**config.mk**
```make
export PLATFORM = sky130hd
export DESIGN_NAME = alu_share_ctrl
export DESIGN_NICKNAME = d
export VERILOG_FILES = /design/src/rtl/alu_share_ctrl.sv
export SDC_FILE = /design/constraint.sdc
export NUM_CORES = 1
export LEC_CHECK = 0
export BUFFER_PORTS_ARGS = -buffer_cell sky130_fd_sc_hd__buf_2
export CAP_MARGIN = 40
export CORE_MARGIN = 10
export CORE_UTILIZATION = 42
export DETAILED_ROUTE_END_ITERATION = 16
export PLACE_DENSITY = 0.78
export SLEW_MARGIN = 20
export SYNTH_ARGS = -nofsm -noshare
export SYNTH_HDL_FRONTEND = slang
export SYNTH_SLANG_ARGS = --single-unit
```
**constraint.sdc**
```tcl
create_clock -name clk -period 1.4 [get_ports clk]
set_input_delay 0.35 -clock clk [delete_from_list [all_inputs] [get_ports clk]]
set_output_delay 0.35 -clock clk [all_outputs]
set_load 0.02 [all_outputs]
```
**src/rtl/alu_share_ctrl.sv**
```systemverilog
// Round-robin arbiter sharing one external ALU between two requesters: accept -> EXEC -> RESP.
// Response appears two cycles after the accept cycle and is held until rsp_ready; no accept while busy.
module alu_share_ctrl #(
   parameter int WIDTH = 4,
   parameter int SEL_W = 2
) (
   input  logic             clk,
   input  logic             rst,
   input  logic             req0_valid,
   output logic             req0_ready,
   input  logic [WIDTH-1:0] req0_a,
   input  logic [WIDTH-1:0] req0_b,
   input  logic [SEL_W-1:0] req0_sel,
   input  logic             req1_valid,
   output logic             req1_ready,
   input  logic [WIDTH-1:0] req1_a,
   input  logic [WIDTH-1:0] req1_b,
   input  logic [SEL_W-1:0] req1_sel,
   output logic [WIDTH-1:0] alu_a,
   output logic [WIDTH-1:0] alu_b,
   output logic [SEL_W-1:0] alu_sel,
   input  logic [WIDTH-1:0] alu_result,
   input  logic             alu_carry,
   output logic             rsp_valid,
   input  logic             rsp_ready,
   output logic             rsp_id,
   output logic [WIDTH-1:0] rsp_result,
   output logic             rsp_carry
);

   typedef enum logic [1:0] {IDLE, EXEC, RESP} state_t;

   typedef struct packed {
      logic [WIDTH-1:0] a;
      logic [WIDTH-1:0] b;
      logic [SEL_W-1:0] sel;
   } op_t;

   state_t state;
   logic   last_grant;
   logic   cur_id;
   logic   grant;
   logic   accept;
   op_t    grant_op;

   // On contention the requester that did not win last time gets the grant.
   always_comb begin
      grant = req1_valid;
      if (req0_valid && req1_valid) begin
         grant = ~last_grant;
      end
      req0_ready = (state == IDLE) && req0_valid && !grant;
      req1_ready = (state == IDLE) && req1_valid && grant;
      accept     = req0_ready || req1_ready;
      grant_op   = grant ? op_t'{req1_a, req1_b, req1_sel} : op_t'{req0_a, req0_b, req0_sel};
   end

   always_ff @(posedge clk) begin
      if (rst) begin
         state      <= IDLE;
         last_grant <= 1'b1;
         cur_id     <= 1'b0;
         alu_a      <= '0;
         alu_b      <= '0;
         alu_sel    <= '0;
         rsp_valid  <= 1'b0;
         rsp_id     <= 1'b0;
         rsp_result <= '0;
         rsp_carry  <= 1'b0;
      end else begin
         case (state)
            IDLE: begin
               if (accept) begin
                  alu_a      <= grant_op.a;
                  alu_b      <= grant_op.b;
                  alu_sel    <= grant_op.sel;
                  cur_id     <= grant;
                  last_grant <= grant;
                  state      <= EXEC;
               end
            end
            EXEC: begin
               rsp_result <= alu_result;
               rsp_carry  <= alu_carry;
               rsp_id     <= cur_id;
               rsp_valid  <= 1'b1;
               state      <= RESP;
            end
            RESP: begin
               if (rsp_ready) begin
                  rsp_valid <= 1'b0;
                  state     <= IDLE;
               end
            end
            default: state <= IDLE;
         endcase
      end
   end

endmodule

```
==> out/metrics.cfg, run 1 <==
[detailed_routing]
post_drt_wl_per_cell_um = 15.0
via_per_inst = 5.10
firstDrtPassIters = 4
drc = 0
drtAntennaViolNets = 0
drt_iter0_markers = 35
vias = 953
wl_um = 2800

[grt]
grt_max_degree = 22
overflow = 0
grt_use_total_pct = 13.1
grt_pass1_wl_um = 4610
grt_pass1_vias = 1039
grt_antenna_before_repair = 0

[worst_setup_path]
cp.required_ns = 1.05
cp_data_arrival_time_ns = 1.26
path_buf_inv = 1
end_kind = output port
criticalPathCategory = reg2out
cpPeakStageDelay_ns = 0.40
cp_slowest_cell = or3b_4
start_kind = register
critPathTopFamily = simple AND/OR/NAND/NOR gates
critPathMaxFanout = 2
worstPathCellList = or3b_4 -> nor2_4 -> buf_6

[die]
die_w_um = 65.7
placeableCoreArea_mm2 = 0.00198
initial_core_util_pct = 44.3
die_area_mm2 = 0.00432
ios = 49
die_y_um = 65.7
rows = 16

[placement]
dp_hpwl_um = 2190
dpl_cell_area_mm2 = 0.00118
gp_congestion = 0.694
io_buffers = 48

[yosys]
syn_nets = 136
avgSynthCellArea_um2 = 8.29
synth_seq_area_share_pct = 47.9
yosys_register_bits = 21
syn_inst = 106
yosysWarnings = 0
synth.cell_area_um2 = 878
synth_cell_types = 21

[flow_run]
drv_cap = 0

[sta]
finalHoldViolations = 0
fin_ws_ns = -0.208
finalSetupViolCount = 2
fin_crit_sh_pct = 115
slew_viol_final = 0
max_slew_margin_pct = 68.8
max_freq_mhz = 622
worstMarginPinSlew_ns = 0.466
fin_skew_ns = 0.00149
rsz0062_at_grt = yes
period_needed_ns = 1.61

[clocking]
cts_tree = built
numCtsBuffers = 3
hold_buffers = 0
root_buffer = clkbuf_4
worstSkewPairLatency_ns = 0.29
htree_num_levels = 1
clock_sinks = 21
clockBufferDepth = 2
path_clk_slew_ns = 0.11

[layout]
final_util_pct = 62.7
areaGrowthSynthToFinish_pct = 41.5
drive_above_1_share_pct = 42.5
mostFrequentLayoutCells = buf_2 (46), nand2_1 (32), dfxtp_1 (19)
final_common_cell = buf_2
fin_area_mm2 = 0.00124
fillers = 195
nets = 191
multiInputGateArea_um2 = 440
seq_area_um2 = 425
insertedDiodeCount = 0

[outcome]
violations = setup timing
status = complete, but fails checks

[pwr]
ir_drop_uv = 712
power_density_mw_per_mm2 = 1110
leakagePower_nw = 0.578

[min_path]
hp-class = in2reg

[power breakdown]
group	internal (W)	leakage, nW	switching [W]
clock	0.000111	0.0150	0.000166
combinational	0.000173	0.389	0.000241
sequential	0.000659	0.174	0.0000300
total	0.000942	0.578	0.000437
[per-layer routing]
metal | routed length, um | vias to the layer above | GRT usage [%] | part of all wire [%]
met3 | 267 | 2 | 5.76 | 9.5
met2 | 1370 | 38 | 22.2 | 49
met4 | 15 | 0 | 4.81 | 0.54
li1 | - | 482 | - | -
met1 | 1150 | 431 | 14.1 | 41
met5 | 0 | - | 0 | 0
[cell usage after synthesis]
cell / number / area (um^2)
nand2_1: 32 / 120
dfxtp_1: 21 / 420
a21oi_1: 17 / 85.1
a311oi_1: 10 / 87.6
buf_2: 4 / 20.0
nor2_1: 4 / 15.0
nor2b_1: 3 / 18.8
clkbuf_1: 2 / 7.51
a21bo_2: 1 / 10.0
a21boi_2: 1 / 11.3
a221o_1: 1 / 10.0
a22oi_1: 1 / 7.51
and2_1: 1 / 6.26
buf_6: 1 / 11.3
nand2b_1: 1 / 6.26
nand3b_1: 1 / 7.51
nor3_1: 1 / 5.00
o21ai_0: 1 / 5.00
or2_1: 1 / 6.26
or3b_1: 1 / 8.76
or3b_2: 1 / 8.76
[tightest hold or removal path: cells and delay by family]
family | cells | cell delay [ns]
buffers and inverters | 1 | 0.09
and+or+nand+nor | 1 | 0.04
AOI/OAI and AO/OA | 1 | 0.05
[registers in the layout (all words and copies together), names as in the netlist]
| register | cells |
|---|---|
| rsp_id | 1 |
| rsp_result | 4 |
| alu_a | 4 |
| alu_b | 4 |
| rsp_carry | 1 |
| cur_id | 1 |
| last_grant | 1 |
| state | 2 |
| alu_sel | 2 |
| rsp_valid | 1 |
[what timing repair did]
action / CTS / global route
hold endpoints to repair: 0 / 0
setup buffers: 0 / 1
gates resized for setup: 4 / 6
gates cloned: 0 / 0
pin swaps: 0 / 2
setup endpoints to repair: 2 / 2
[layout make-up]
class | count | share of cell area, %
Multi-Input combinational cell | 78 | 35.4
Sequential cell | 21 | 34.2
Timing Repair Buffer | 57 | 25.5
Tap cell | 27 | 2.72
Clock buffer | 4 | 2.11
[per-stage QoR]
stage	setup TNS [ns]	instances	hold slack, ns	total power [W]	setup WS (ns)
6_report	-0.343	187	0.289	0.00138	-0.208
4_1_cts	-0.322	186	0.280	0.00138	-0.213
5_1_grt	-0.722	187	0.276	0.00148	-0.267
3_5_place_dp	-0.0961	182	0.447	0.00110	-0.0309
3_3_place_gp	-0.00789	182	0.439	0.00108	-0.00789
2_1_floorplan	0	106	0.422	0.000938	0.0145
[kinds of logic (layout without fill, tap and decap cells)]
family	Yosys count	after routing	share of synthesized area [%]
AO/OA/AOI/OAI	32	32	24.6
buffers and inverters	7	61	4.42
flip-flops	21	21	47.9
AND/OR/NAND/NOR	46	46	23.1
[path summary, 6_finish.rpt]
check	start	endpoint	slack (ns)	depth (start not counted)
worst max-delay path	state[0]	req0_ready	-0.21	3
worst min-delay path	alu_result[2]	rsp_result[2]	0.29	3
worst max register to register	last_grant	alu_sel[0]	0.02	5
worst min register to register	rsp_result[1]	rsp_result[1]	0.46	2
(Power assumes the default switching activity.)
==> inputs of run 2 (changes only) <==
Clock period 1.4 ns to 1.8 ns, I/O delays scaled along.
==> run 2 against run 1 <==
Against the previous run: worst setup slack gained 0.26 ns; die area is the same; global-route usage shrank 2.0 points; the run now ends clean; cell area shrank 3.9%.
==> out/metrics.cfg, run 2 (synthesized netlist as in run 1, its figures left out) <==
[outcome]
status = finished clean

[sta]
finalHoldViolations = 0
max_freq_mhz = 571
period_needed_ns = 1.75
rsz0062_at_grt = no
fin_crit_sh_pct = 97.3
max_slew_margin_pct = 69.9
fin_tns_setup_ns = 0
worstMarginPinSlew_ns = 0.450
fin_skew_ns = 0.000599
slew_viol_final = 0
finalSetupViolCount = 0

[detailed_routing]
post_drt_wl_per_cell_um = 13.5
vias = 924
wl_um = 2470
drc = 0
drtAntennaViolNets = 0
firstDrtPassIters = 4
via_per_inst = 5.05
drt_iter0_markers = 34

[pwr]
ir_drop_uv = 442
clockPowerShare_pct = 20.6
share_seq_of_total_power_pct = 51.4
p_sw_w = 0.000329
leakagePower_nw = 0.557
power_density_mw_per_mm2 = 878
p_int_w = 0.000719
pwr-share-comb_pct = 28.0
sw_frac_of_total_pct = 31.4

[grt]
overflow = 0
grt_antenna_before_repair = 0
grt_use_total_pct = 11.1
grt_pass1_vias = 932
grt_pass1_wl_um = 3930
grt_max_degree = 22

[placement]
dpl_cell_area_mm2 = 0.00114
io_buffers = 48
dp_hpwl_um = 1920
gp_congestion = 0.803
dp.cells = 178

[layout]
top_regs = alu_a: 4 flops, alu_b: 4 flops, rsp_result: 4 flops
insertedDiodeCount = 0
fillers = 196
nets = 187
fin_area_mm2 = 0.00119
drive_above_1_share_pct = 40.4
stdcell_count = 183
areaGrowthSynthToFinish_pct = 35.9
final_common_cell = buf_2
mostFrequentLayoutCells = buf_2 (47), nand2_1 (32), dfxtp_1 (19)

[die]
initial_core_util_pct = 44.3
ios = 49
placeableCoreArea_mm2 = 0.00198
die_y_um = 65.7
die_area_mm2 = 0.00432
rows = 16
die_w_um = 65.7

[min_path]
hp-class = in2reg
holdCritStartpoint = alu_result[1]
min_path_cells = 3
whs_endpoint = rsp_result[1]

[clocking]
numCtsBuffers = 3
hold_buffers = 0
path_clk_slew_ns = 0.11
htree_num_levels = 1
worstSkewPairLatency_ns = 0.29
root_buffer = clkbuf_4
cts_tree = built
clock_sinks = 21
clockBufferDepth = 2

[worst_setup_path]
r2r-start = state[0]
r2r_slack_ns = 0.22
criticalPathCategory = reg2out
critPathMaxFanout = 4
cpPeakStageDelay_ns = 0.42
cp_slowest_cell = or3b_4
cp.required_ns = 1.35
critPathTopFamily = simple AND/OR/NAND/NOR gates
cp_data_arrival_time_ns = 1.30
start_kind = register
worstPathCellList = or3b_4 -> nor2_2 -> buf_6
end_kind = output port
r2r_cells = 4
r2r-end = alu_b[0]
path_buf_inv = 1

[flow_run]
drv_cap = 0

==> run 2: how the worst max path moves through the flow <==
stage	startpoint	end	slack, ns	cells after the start
6_report	state[0]	req0_ready	0.05	3
5_1_grt	state[0]	req0_ready	0.001	3
4_1_cts	state[0]	req0_ready	0.004	3
3_5_place_dp	req0_valid	req0_ready	0.1	4
3_3_place_gp	req0_valid	req0_ready	0.13	4
2_1_floorplan	req1_valid	req1_ready	0.07	3
==> run 2: what timing repair did <==
item	4_1_cts	5_1_grt
setup endpoints to repair	1	1
buffers inserted	0	1
gates cloned	0	0
resized for setup	3	4
==> run 2: per-layer routing <==
layer | vias to the layer above | track usage (%) | share of wire [%]
met2 | 40 | 17.3 | 42
met4 | 0 | 3.21 | 0.32
met5 | - | 0 | 0
li1 | 470 | - | -
met3 | 2 | 7.12 | 14
met1 | 412 | 12.1 | 44
==> run 2: tightest hold or removal path, cell delays in order <==
cell and delay [ns]:
buf_2 0.09, nand2_1 0.05, a21oi_1 0.05
==> run 2: layout make-up <==
cell class                 instances  area (um^2)  area share (%)
sequential                        21          425            35.6
multi-input combinational         78          424            35.5
timing repair buffer              53          284            23.8
tap                               27         33.8            2.83
clock buffer                       4         26.3            2.20
==> run 2: through the flow <==
step	util (%)	setup WS [ns]	hold slack, ns	total power [W]
2_1_floorplan	-	0.0719	0.432	0.000728
3_3_place_gp	57.7	0.125	0.439	0.000826
3_5_place_dp	57.7	0.0966	0.444	0.000835
4_1_cts	59.3	0.00416	0.384	0.00105
5_1_grt	60.2	0.00132	0.377	0.00111
6_report	60.2	0.0492	0.387	0.00105
==> run 2: power by group through the flow <==
stage	Clock, W	Sequential [W]	Combinational (W)
4_1_cts	0.000222	0.000540	0.000289
6_report	0.000216	0.000538	0.000293
3_5_place_dp	0	0.000548	0.000286
3_3_place_gp	0	0.000546	0.000279
5_1_grt	0.000241	0.000543	0.000326
2_1_floorplan	0	0.000595	0.000133
